**config.mk**
```make
export PLATFORM = sky130hd
export DESIGN_NAME = fifo_wr_arbiter
export DESIGN_NICKNAME = d
export VERILOG_FILES = /design/src/rtl/fifo_ctrl_pkg.sv /design/src/rtl/rr_arbiter.sv /design/src/rtl/fifo_wr_arbiter.sv
export SDC_FILE = /design/constraint.sdc
export NUM_CORES = 1
export LEC_CHECK = 0
export ABC_AREA = 1
export CORE_ASPECT_RATIO = 2
export CORE_UTILIZATION = 32
export DETAILED_ROUTE_END_ITERATION = 16
export PLACE_DENSITY_LB_ADDON = 0.15
export SLEW_MARGIN = 0
export SYNTH_ARGS = -nofsm -noshare
export SYNTH_HDL_FRONTEND = slang
export SYNTH_HIERARCHICAL = 1
export SYNTH_SLANG_ARGS = --single-unit
```
**constraint.sdc**
```tcl
create_clock -name clk -period 2.2 [get_ports clk]
set_clock_uncertainty 0.05 [all_clocks]
set_input_delay 0.44 -clock clk [delete_from_list [all_inputs] [get_ports clk]]
set_output_delay 0.44 -clock clk [all_outputs]
set_load 0.01 [all_outputs]
```
**src/rtl/fifo_ctrl_pkg.sv**
```systemverilog
// rtl/fifo_ctrl_pkg.sv - shared types and width helpers for the FIFO write controller
package fifo_ctrl_pkg;

    typedef enum logic {
        IDLE  = 1'b0,
        GRANT = 1'b1
    } state_t;

    function automatic int ptr_w(input int depth);
        return $clog2(depth) + 1;
    endfunction

    function automatic int idx_w(input int num_req);
        return $clog2(num_req);
    endfunction

    localparam int PTR_W = ptr_w(16);
    localparam int IDX_W = idx_w(4);

endpackage

```
**src/rtl/rr_arbiter.sv**
```systemverilog
// rtl/rr_arbiter.sv - combinational round-robin pick starting after the last grant
module rr_arbiter
    import fifo_ctrl_pkg::*;
#(
    parameter int NUM_REQ = 4
) (
    input  logic [NUM_REQ-1:0]          req,
    input  logic [idx_w(NUM_REQ)-1:0]   last_grant,
    output logic [idx_w(NUM_REQ)-1:0]   winner,
    output logic                        any_req
);

    localparam int IW = idx_w(NUM_REQ);

    logic          found;
    logic [IW-1:0] cand;

    always_comb begin
        winner = '0;
        found  = 1'b0;
        cand   = '0;
        for (int k = 1; k <= NUM_REQ; k++) begin
            cand = IW'((int'(last_grant) + k) % NUM_REQ);
            if (!found && req[cand]) begin
                winner = cand;
                found  = 1'b1;
            end
        end
    end

    assign any_req = |req;

endmodule

```
**src/rtl/fifo_wr_arbiter.sv**
```systemverilog
// rtl/fifo_wr_arbiter.sv - round-robin burst-limited sharing of one FIFO write port
module fifo_wr_arbiter
    import fifo_ctrl_pkg::*;
#(
    parameter int WIDTH     = 32,
    parameter int DEPTH     = 16,
    parameter int NUM_REQ   = 4,
    parameter int MAX_BURST = 4
) (
    input  logic                        clk,
    input  logic                        rst,
    input  logic [NUM_REQ-1:0]          req_valid,
    input  logic [NUM_REQ*WIDTH-1:0]    req_data,
    output logic [NUM_REQ-1:0]          req_ready,
    input  logic                        read_en,
    output logic                        write_en,
    output logic [WIDTH-1:0]            data_in,
    output logic [ptr_w(DEPTH)-1:0]     waddr,
    output logic [ptr_w(DEPTH)-1:0]     raddr,
    output logic                        full,
    output logic                        empty,
    output logic [ptr_w(DEPTH)-1:0]     count,
    output logic [idx_w(NUM_REQ)-1:0]   grant_id,
    output logic                        busy
);

    localparam int PW = ptr_w(DEPTH);
    localparam int IW = idx_w(NUM_REQ);
    localparam int BW = $clog2(MAX_BURST) + 1;
    localparam logic [BW-1:0] LAST_BEAT = BW'(MAX_BURST - 1);

    state_t        state_q, state_d;
    logic [PW-1:0] wptr_q, wptr_d, rptr_q, rptr_d;
    logic [IW-1:0] grant_q, grant_d, winner;
    logic [BW-1:0] beat_q, beat_d;
    logic          any_req, in_grant, sel_valid, beat, pop;

    rr_arbiter #(.NUM_REQ(NUM_REQ)) u_arb (
        .req        (req_valid),
        .last_grant (grant_q),
        .winner     (winner),
        .any_req    (any_req)
    );

    assign empty     = (wptr_q == rptr_q);
    assign full      = (wptr_q[PW-1] != rptr_q[PW-1]) && (wptr_q[PW-2:0] == rptr_q[PW-2:0]);
    assign count     = wptr_q - rptr_q;
    assign waddr     = wptr_q;
    assign raddr     = rptr_q;
    assign grant_id  = grant_q;
    assign in_grant  = (state_q == GRANT);
    assign busy      = in_grant;
    assign sel_valid = req_valid[grant_q];
    // Ready looks at the registered full flag, so a same-cycle pop never unblocks a write.
    assign beat      = in_grant && sel_valid && !full;
    assign pop       = read_en && !empty;
    assign write_en  = beat;
    assign data_in   = req_data[int'(grant_q)*WIDTH +: WIDTH];

    always_comb begin
        req_ready = '0;
        if (in_grant && !full) begin
            req_ready[grant_q] = 1'b1;
        end
    end

    always_comb begin
        state_d = state_q;
        grant_d = grant_q;
        beat_d  = beat_q;
        wptr_d  = wptr_q + PW'(beat);
        rptr_d  = rptr_q + PW'(pop);
        case (state_q)
            IDLE: begin
                if (any_req) begin
                    grant_d = winner;
                    beat_d  = '0;
                    state_d = GRANT;
                end
            end
            GRANT: begin
                if (beat) begin
                    beat_d = beat_q + 1'b1;
                end
                if (!sel_valid || (beat && beat_q == LAST_BEAT)) begin
                    state_d = IDLE;
                end
            end
            default: state_d = IDLE;
        endcase
    end

    always_ff @(posedge clk) begin
        if (rst) begin
            state_q <= IDLE;
            wptr_q  <= '0;
            rptr_q  <= '0;
            grant_q <= IW'(NUM_REQ - 1);
            beat_q  <= '0;
        end else begin
            state_q <= state_d;
            wptr_q  <= wptr_d;
            rptr_q  <= rptr_d;
            grant_q <= grant_d;
            beat_q  <= beat_d;
        end
    end

endmodule

```
# After elaboration in Yosys (flattened, before gate mapping)

Index checks and enable logic that the tools add are counted.

Input bits: 135
Flip-flop bits (word level): 16
Output and inout port bits: 57

Add/sub/neg operators: 8
Muxes and demuxes: 26
Equality and inequality tests: 6
Bitwise operators: 1
$lt $le $gt $ge: 6
Shifts and indexed selects: 1
Reduce and logical (&&, ||, !) cells: 20

Operators by type and width:

| cell                | count |
|---|---|
| $shiftx 128x8->32   | 1 |
| $lt 2x3->1 const B  | 5 |
| $mux 1              | 11 |
| $add 5x1->5         | 2 |
| $bmux 1 s2          | 5 |
| $logic_and 1x1->1   | 10 |
| $mux 2              | 4 |
| $logic_not 1->1     | 6 |
| $mux 3              | 2 |
| $pmux 3 s2          | 1 |
| $eq 5x5->1          | 1 |
| $sub 5x5->5         | 1 |
| $add 2x1->2 const B | 2 |
| $add 2x2->2 const B | 2 |
| $eq 4x4->1          | 1 |
| $mux 4              | 1 |
| $reduce_and 2->1    | 2 |
| $reduce_or 4->1     | 1 |
| $add 3x1->3 const B | 1 |
| $eq 3x2->1 const B  | 1 |
| $demux 1 s2         | 1 |
| $ge 2x1->1 const B  | 1 |
| $ne 2x1->1 const B  | 1 |
| $ne 2x2->1 const B  | 1 |
| 4 further kinds     | 4 |

# Depth between registers and ports, before layout

Gate-level depths: netlist of run 1.

Word-level depth: 13
Mapped depth: 15

# By module

Netlist of run 1, hierarchy kept.

Modules (own cells, without submodules):

| module          | area each (sq um) | instances | seq. area each (sq um) | cells each |
|---|---|---|---|---|
| fifo_wr_arbiter | 1,795.5           | 1         | 320.3                  | 286 |
| rr_arbiter      | 301.5             | 1         | 0.0                    | 50 |

# Least setup slack after synthesis of run 1

No wires, ideal clock.

Path kind: register to register
From: register rptr_q[2], in the netlist raddr[2]
To: register wptr_q[4], in the netlist waddr[4]
Arrival time: 2,001 ps
Setup slack: 30 ps
Required time: 2,031 ps
Library setup time: 119 ps
Clock period less this slack: 2,170 ps
Cell stages (with the launch flop): 15
Cell sequence: dfxtp_1 > inv_1 > ha_1 > nand2_1 > nor2_2 > a21oi_4 > nand2_4 > inv_1 > ha_1 > ha_1 > nand2_1 > inv_1 > nand2_1 > o21ai_0 > a21oi_1

Cells in the longest elaborated chain, start to end: 5

Ends and longest elaborated chain:

| element                | line                   | source |
|---|---|---|
| from (decl)            | fifo_wr_arbiter.sv:33  | `logic [PW-1:0] wptr_q, wptr_d, rptr_q, rptr_d;` |
| from (signal assigned) | fifo_wr_arbiter.sv:103 | `rptr_q <= rptr_d;` |
| $eq 4x4->1             | fifo_wr_arbiter.sv:46  | `assign full = (wptr_q[PW-1] != rptr_q[PW-1]) && (wptr_q[PW-2:0] == rptr_q[PW-2:0]);` |
| $logic_and 1x1->1      | fifo_wr_arbiter.sv:46  |  |
| $logic_not 1->1        | fifo_wr_arbiter.sv:55  | `assign beat = in_grant && sel_valid && !full;` |
| $logic_and 1x1->1      | fifo_wr_arbiter.sv:55  |  |
| named net write_en     | fifo_wr_arbiter.sv:16  | `output logic write_en,` |
| $add 5x1->5            | fifo_wr_arbiter.sv:71  | `wptr_d = wptr_q + PW'(beat);` |
| to (signal assigned)   | fifo_wr_arbiter.sv:102 | `wptr_q <= wptr_d;` |
| to (decl)              | fifo_wr_arbiter.sv:33  |  |

The timed path passes the listed nets, and every way through them passes these cells.
A chain may end at the register's enable or synchronous reset.

# Worst setup path after layout of run 1

From: register grant_q[0], in the netlist grant_id[0]
To: output data_in[23]

Cells in the longest elaborated chain, start to end: 1

Ends and longest elaborated chain:

| element                | line                   | source |
|---|---|---|
| from (decl)            | fifo_wr_arbiter.sv:34  | `logic [IW-1:0] grant_q, grant_d, winner;` |
| from (signal assigned) | fifo_wr_arbiter.sv:98  | `grant_q <= IW'(NUM_REQ - 1);` |
| from (signal assigned) | fifo_wr_arbiter.sv:104 | `grant_q <= grant_d;` |
| $shiftx 128x8->32      | fifo_wr_arbiter.sv:58  | `assign data_in = req_data[int'(grant_q)*WIDTH +: WIDTH];` |
| to (decl)              | fifo_wr_arbiter.sv:17  | `output logic [WIDTH-1:0] data_in,` |

No other way between the ends.

==> results of run 1 <==
==> final cells by class <==
| class | count | area, um^2 |
|---|---|---|
| timing repair buffer | 231 | 2230 |
| fill | 548 | 1780 |
| multi-input combinational | 262 | 1640 |
| sequential | 16 | 332 |
| inverter | 34 | 140 |
| tap | 86 | 108 |
| clock buffer | 4 | 88.8 |
==> cells by family after synthesis <==
logic type	share of synthesized area, %
xor gates and xnor gates	1.67
DFF	15.3
adders and majority gates	6.92
buffers and inverters	12.3
and+or+nand+nor	47.3
AOI/OAI and AO/OA	16.5
==> placed cells by master (no fill, tap or decap), types with 6 or more instances in the layout <==
master / synthesis / final
sky130_fd_sc_hd__clkdlybuf4s15_1: 0 / 8
sky130_fd_sc_hd__nand3_1: 106 / 106
sky130_fd_sc_hd__dfxtp_1: 16 / 11
sky130_fd_sc_hd__a21oi_1: 9 / 8
sky130_fd_sc_hd__inv_2: 4 / 7
sky130_fd_sc_hd__nand2_2: 10 / 13
sky130_fd_sc_hd__nand2_1: 45 / 41
sky130_fd_sc_hd__clkdlybuf4s50_1: 0 / 148
sky130_fd_sc_hd__buf_4: 2 / 33
sky130_fd_sc_hd__nor2_1: 14 / 14
sky130_fd_sc_hd__inv_1: 29 / 25
sky130_fd_sc_hd__nor3_1: 7 / 6
sky130_fd_sc_hd__clkbuf_2: 0 / 8
sky130_fd_sc_hd__a22oi_1: 31 / 31
sky130_fd_sc_hd__dlygate4sd2_1: 0 / 23
sky130_fd_sc_hd__nand2_4: 6 / 7
==> through the flow <==
step	TNS (ps)	worst slack, ps
2_1_floorplan	0	30.1
3_3_place_gp	-1190	-235
3_5_place_dp	-1520	-265
4_1_cts	-9.32	-4.92
5_1_grt	-2.21	-2.21
6_report	0	57.2
==> sequential cells by signal (all words and copies together) (netlist names) <==
register  count
waddr         5
busy          1
beat_q        3
grant_id      2
raddr         5
==> how the worst max path moves through the flow <==
stage | startpoint | to | slack, ps | depth (start not counted)
3_3_place_gp | req_valid[3] | write_en | -230 | 8
3_5_place_dp | waddr[0] | count[4] | -260 | 6
5_1_grt | raddr[2] | waddr[4] | -2 | 15
4_1_cts | waddr[0] | count[4] | -5 | 6
2_1_floorplan | raddr[2] | waddr[4] | 30 | 14
6_report | grant_id[0] | data_in[23] | 60 | 8
==> power by group <==
| part | switching (mW) | internal (mW) | total, mW |
|---|---|---|---|
| clock | 0.122 | 0.277 | 0.399 |
| combinational | 1.62 | 1.51 | 3.13 |
| sequential | 0.0627 | 0.341 | 0.404 |
| total | 1.81 | 2.12 | 3.93 |
==> per-layer routing <==
layer | track usage [%] | wire (um)
met1 | 27.3 | 3530
met2 | 57.9 | 5650
met3 | 6.42 | 857
met4 | 17.3 | 638
met5 | 0 | 0
==> critical path: cells and delay by family, from the launching register on <==
kind / cells / cell delay (ps)
DFF: 1 / 370
AOI/OAI and AO/OA: 1 / 160
buffers and inverters: 5 / 720
and+or+nand+nor: 2 / 140
==> timing repair <==
item	in CTS	in global routing
cloned	2	0
gates resized for setup	79	41
endpoints found under the setup margin	45	23
setup buffers	5	1
pin swaps	4	6
==> metrics.cfg, run 1 <==
[outcome]
result_of_the_run=complete, no violations

[global_routing]
antenna_found_initial=0
largest_net_degree_at_the_start_of_global_routing=45
first_pass_grt_wire_length_um=15800
vias_in_the_first_global_route=3269
global_route.overflow_total=0
track_usage_pct=30.0

[clock_tree]
cts.reportedPaths.clkPinSlew_ps=50
cts_buffer_depth=2
skew_pair_late_insertion_delay_ps=250
cts_tree=yes
clockRootBuffer=sky130_fd_sc_hd__clkbuf_16
cts_inserted_buffers=3
cts_max_level=1
ctsHoldBuffers=0
tritoncts_num_sinks=16

[sta]
final.period_utilization_pct=97.4
slew_viol_final=0
final.hold.worst_slack_ps=449
rsz0062_at_grt=true
fmax_mhz=467
final_hold_vios=0
setup-violations-final=0
worst_slew_pin_slew_ps=308
finalCriticalPeriod_ps=2140
slew_headroom_pct=79.5

[worst_setup_path]
rrSetupSlack_ps=70
cp_data_arrival_time_ps=1650
path_max_fanout=8
setup.worst_path.end_class=primary output
crit_chain=inv_8 -> nor2_4 -> buf_12 -> buf_16 -> buf_4 -> a22oi_1 -> nand3_1 -> clkdlybuf4s15_1
kind_of_start_point_of_the_critical_path=register
r2r.worst_path.cells=15
crit_path_class=reg2out
crit_slowest_cell=sky130_fd_sc_hd__dfxtp_4
r2r-start=raddr[1]
worst_path_largest_cell_delay_ps=370
worstPathRequired_ps=1710
rr_endpoint=waddr[4]

[power_and_ir_drop]
worst_ir_drop_vdd_mv=0.835
power-per-cell-area_nw_per_um2=867
leakage_nw=2.03
report.power.total_mw=3.93

[synth]
synth.distinct_cells=29
synth_ff_type=sky130_fd_sc_hd__dfxtp_1
ys_top_cells_by_area=sky130_fd_sc_hd__nand3_1 (25%), sky130_fd_sc_hd__dfxtp_1 (15%), sky130_fd_sc_hd__a22oi_1 (11%), sky130_fd_sc_hd__nand2_1 (8.1%), sky130_fd_sc_hd__ha_1 (6.0%)
postSynth.asyncResetShare_pct=0
ys_seq_area_share_pct=15.3
synth_enable_flop_cells=0
syn_area_um2=2100
yosys.area.top_type=sky130_fd_sc_hd__nand3_1
mappedNetlistNets=482
post_synth.cell_area_avg_um2=6.24
cell_count_after_synthesis=336
yosysWarningCount=6
synth_top_area_share_pct=25.3
netlist_top_cells_count=sky130_fd_sc_hd__nand3_1 (106), sky130_fd_sc_hd__nand2_1 (45), sky130_fd_sc_hd__a22oi_1 (31), sky130_fd_sc_hd__inv_1 (29), sky130_fd_sc_hd__dfxtp_1 (16)
synth-seq-cells=16
yosysMostFrequentCell=sky130_fd_sc_hd__nand3_1

[layout]
final_layout_size_suffix_gt1_share_pct=19.6
layout-area-overhead-vs-synth_pct=116
layout.cell_area.non_filler_um2=4530
diodes=0
final_cell_count_no_fill=633
finish.utilization_pct=71.8
nNetsFinal=694

[job]
drv.max_cap_violation_count=0

[drt]
antenna_left=0
vias_per_cell=5.27
first_pass_iters=4
drt-wirelength-per-cell_um=16.9
detailedRoute.firstIterationViolations=235
detailroute.via_count=3337
drc=0
totalWireLength_um=10700

[die]
initial_utilization_pct=33.2
chipHeight_um=116
placementRows=41
io_pins=192
fp.coreArea_um2=6310
die_width_um=59.2
die-area_um2=6900

[placement]
last_weighted_congestion_value_of_the_routability_driven_placer=0.920
dp_hpwl_um=8000
placed_cell_area_um2=4280
port_buffers=191
dp_cells=621

[hold_path]
worst_hold_path.num_cells=2
hold_start=raddr[4]
min_to=raddr[4]
worst_hold_path_type=reg2reg

Note: power is estimated with default switching activity, not from simulation.
==> run 2: changes to the inputs <==
--- a/config.mk
+++ b/config.mk
@@ -6,8 +6,7 @@
 export NUM_CORES = 1
 export LEC_CHECK = 0
 export ABC_AREA = 1
-export CORE_ASPECT_RATIO = 2
-export CORE_UTILIZATION = 32
+export CORE_UTILIZATION = 34
 export DETAILED_ROUTE_END_ITERATION = 16
 export PLACE_DENSITY_LB_ADDON = 0.15
 export SLEW_MARGIN = 0
==> constraint.sdc (replaced) <==
create_clock -name clk -period 2.6 [get_ports clk]
set_clock_uncertainty 0.05 [all_clocks]
set_input_delay 0.52 -clock clk [delete_from_list [all_inputs] [get_ports clk]]
set_output_delay 0.52 -clock clk [all_outputs]
set_load 0.01 [all_outputs]
==> run 2 against run 1 <==
Die area down 6.0%. Cell area down 7.0%. Worst hold slack worse by 4.9 ps. Via count down 7.1%. First-iteration DRC count down 37%. Register-to-register slack better by 320 ps. Non-clock buffer count down 25. Final cell count down 5.7%. Total power down 21%. Critical path type unchanged. Largest cell class unchanged.
==> metrics.cfg, run 2 (synthesized netlist as in run 1, its figures left out) <==
[outcome]
result_of_the_run=complete, no violations  ; unchanged

[layout]
final_layout_size_suffix_gt1_share_pct=10.3  ; was 19.6%
most-common-layout-cells=sky130_fd_sc_hd__clkdlybuf4s50_1 (183), sky130_fd_sc_hd__nand3_1 (106), sky130_fd_sc_hd__nand2_1 (44)  ; was sky130_fd_sc_hd__clkdlybuf4s50_1 (148), sky130_fd_sc_hd__nand3_1 (106), sky130_fd_sc_hd__nand2_1 (41)
layout.cell_area.non_filler_um2=4210  ; was 4530 um^2
diodes=0  ; unchanged
final_cell_count_no_fill=597  ; was 633
nNetsFinal=669  ; was 694
layout-area-overhead-vs-synth_pct=101  ; was 116%
leading_cell_type_in_the_layout_fill_and_taps_excluded=sky130_fd_sc_hd__clkdlybuf4s50_1  ; unchanged

[drt]
drc=0  ; unchanged
drt-wirelength-per-cell_um=15.7  ; was 16.9 um
detailroute.via_count=3099  ; was 3337
first_pass_iters=4  ; unchanged
antenna_left=0  ; unchanged
vias_per_cell=5.19  ; was 5.27
routed.top_layer=met4  ; unchanged
detailroute.wirelength.met3_um=877  ; was 857 um
routedLengthMet1_um=3630  ; was 3530 um
totalWireLength_um=9360  ; was 10700 um
detailedRoute.firstIterationViolations=147  ; was 235
routed-wl-met2_um=4610  ; was 5650 um

[sta]
slew_viol_final=0  ; unchanged
setup-violations-final=0  ; unchanged
totalNegativeSetupSlack_ps=0  ; unchanged
finalCriticalPeriod_ps=2520
fmax_mhz=397
worst_slew_pin_slew_ps=374  ; was 308 ps
final.period_utilization_pct=96.9
final_hold_vios=0  ; unchanged
slew_headroom_pct=75.0  ; was 79.5%

[placement]
dp_cells=593  ; was 621
last_weighted_congestion_value_of_the_routability_driven_placer=0.894  ; was 0.920
port_buffers=191  ; unchanged
placed_cell_area_um2=4120  ; was 4280 um^2
dp_hpwl_um=7180  ; was 8000 um

[worst_setup_path]
cp_data_arrival_time_ps=1950  ; was 1650 ps
worstPathRequired_ps=2030  ; was 1710 ps
r2r.worst_path.cells=14  ; was 15
crit_path_class=reg2out  ; unchanged
setup.worst_path.end_class=primary output  ; unchanged
crit_chain=inv_1 -> ha_1 -> nand2_1 -> nor3_2 -> clkdlybuf4s50_1  ; was inv_8 -> nor2_4 -> buf_12 -> buf_16 -> buf_4 -> a22oi_1 -> nand3_1 -> clkdlybuf4s15_1
crit_slowest_cell=sky130_fd_sc_hd__clkdlybuf4s50_1  ; was sky130_fd_sc_hd__dfxtp_4
worst_path_largest_cell_delay_ps=580  ; was 370 ps
path_max_fanout=3  ; was 8
kind_of_start_point_of_the_critical_path=register  ; unchanged

[global_routing]
first_pass_grt_wire_length_um=13400  ; was 15800 um
antenna_found_initial=0  ; unchanged
vias_in_the_first_global_route=2833  ; was 3269
largest_net_degree_at_the_start_of_global_routing=47  ; was 45
global_route.overflow_total=0  ; unchanged
track_usage_pct=26.5  ; was 30.0%

[clock_tree]
post_cts_setup_repair_buffer_count=0  ; was 5
clockRootBuffer=sky130_fd_sc_hd__clkbuf_8  ; was sky130_fd_sc_hd__clkbuf_16
cts.reportedPaths.clkPinSlew_ps=70  ; was 50 ps
ctsHoldBuffers=0  ; unchanged
cts_inserted_buffers=3  ; unchanged
cts_tree=yes  ; unchanged
cts_buffer_depth=2  ; unchanged
skew_pair_late_insertion_delay_ps=260  ; was 250 ps
cts_max_level=1  ; unchanged
tritoncts_num_sinks=16  ; unchanged

[die]
placementRows=28  ; was 41
initial_utilization_pct=35.4  ; was 33.2%
fp.coreArea_um2=5920  ; was 6310 um^2
die_width_um=80.5  ; was 59.2 um
chipHeight_um=80.5  ; was 116 um
die-area_um2=6490  ; was 6900 um^2
io_pins=192  ; unchanged

[job]
drv.max_cap_violation_count=0  ; unchanged

[power_and_ir_drop]
power-per-cell-area_nw_per_um2=742  ; was 867 nW/um^2
worst_ir_drop_vdd_mv=0.497  ; was 0.835 mV
leakage_nw=1.84  ; was 2.03 nW

[hold_path]
worst_hold_path_type=reg2reg  ; unchanged
worst_hold_path.num_cells=2  ; unchanged

==> run 2: cell types whose count changed in the layout (fill, tap and decap cells not counted), moves of 4 or more <==
cell,previous run,this run
sky130_fd_sc_hd__clkdlybuf4s50_1,148,183
sky130_fd_sc_hd__buf_4,33,12
sky130_fd_sc_hd__dlygate4sd2_1,23,7
sky130_fd_sc_hd__clkbuf_2,8,0
sky130_fd_sc_hd__clkdlybuf4s15_1,8,0
sky130_fd_sc_hd__buf_2,4,0
sky130_fd_sc_hd__ha_1,4,8
sky130_fd_sc_hd__inv_1,25,29
==> run 2: final cells by class <==
cell class	count	area [um^2]
Timing Repair Buffer	206	2050
Fill cell	490	1710
Multi-Input combinational cell	262	1560
Sequential cell	16	328
Inverter	34	133
Tap cell	75	93.8
Clock buffer	4	55.1
==> run 2: power breakdown <==
group / leakage (nW) / switching, mW / total, mW / internal, mW
registers: 0.132 / 0.0508 / 0.333 / 0.282
clock network: 0.0288 / 0.0954 / 0.230 / 0.135
logic: 1.68 / 1.29 / 2.56 / 1.27
total: 1.84 / 1.44 / 3.12 / 1.68
==> run 2: worst paths after layout <==
kind,start,endpoint,slack [ps]
setup reg to reg,waddr[0],waddr[4],390
hold reg to reg,raddr[4],raddr[4],440
hold / removal,raddr[4],raddr[4],440
setup / recovery,waddr[0],empty,80
==> run 2: repair_timing <==
item / CTS / global route
endpoints found under the setup margin: 9 / 6
hold endpoints to repair: 0 / 0
pin swaps: 0 / 1
resized for setup: 10 / 9
==> run 2: through the flow <==
step / setup WS (ps) / hold slack [ps] / power (mW) / util (%)
final: 79.8 / 444 / 3.12 / 71.1
after global routing: -11.4 / 477 / 3.36 / 71.1
after CTS: 7.86 / 445 / 3.12 / 70.4
after detailed placement: 36.7 / 426 / 2.89 / 69.5
after global placement: 30.8 / 425 / 2.86 / 69.5
after floorplan: 430 / 450 / 1.71 / -
==> run 2: critical path, delay by kind of cell (launching register included) <==
family	cells	cell delay [ps]
flip-flops	1	350
adder cells (fa/ha/maj)	1	300
buffers and inverters	2	630
AND/OR/NAND/NOR	2	400
==> run 2: layer usage <==
metal	vias up	global-route usage [%]
met4	0	8.75
met2	141	46.4
met5	-	0
met3	18	7.27
li1	1541	-
met1	1399	30.8
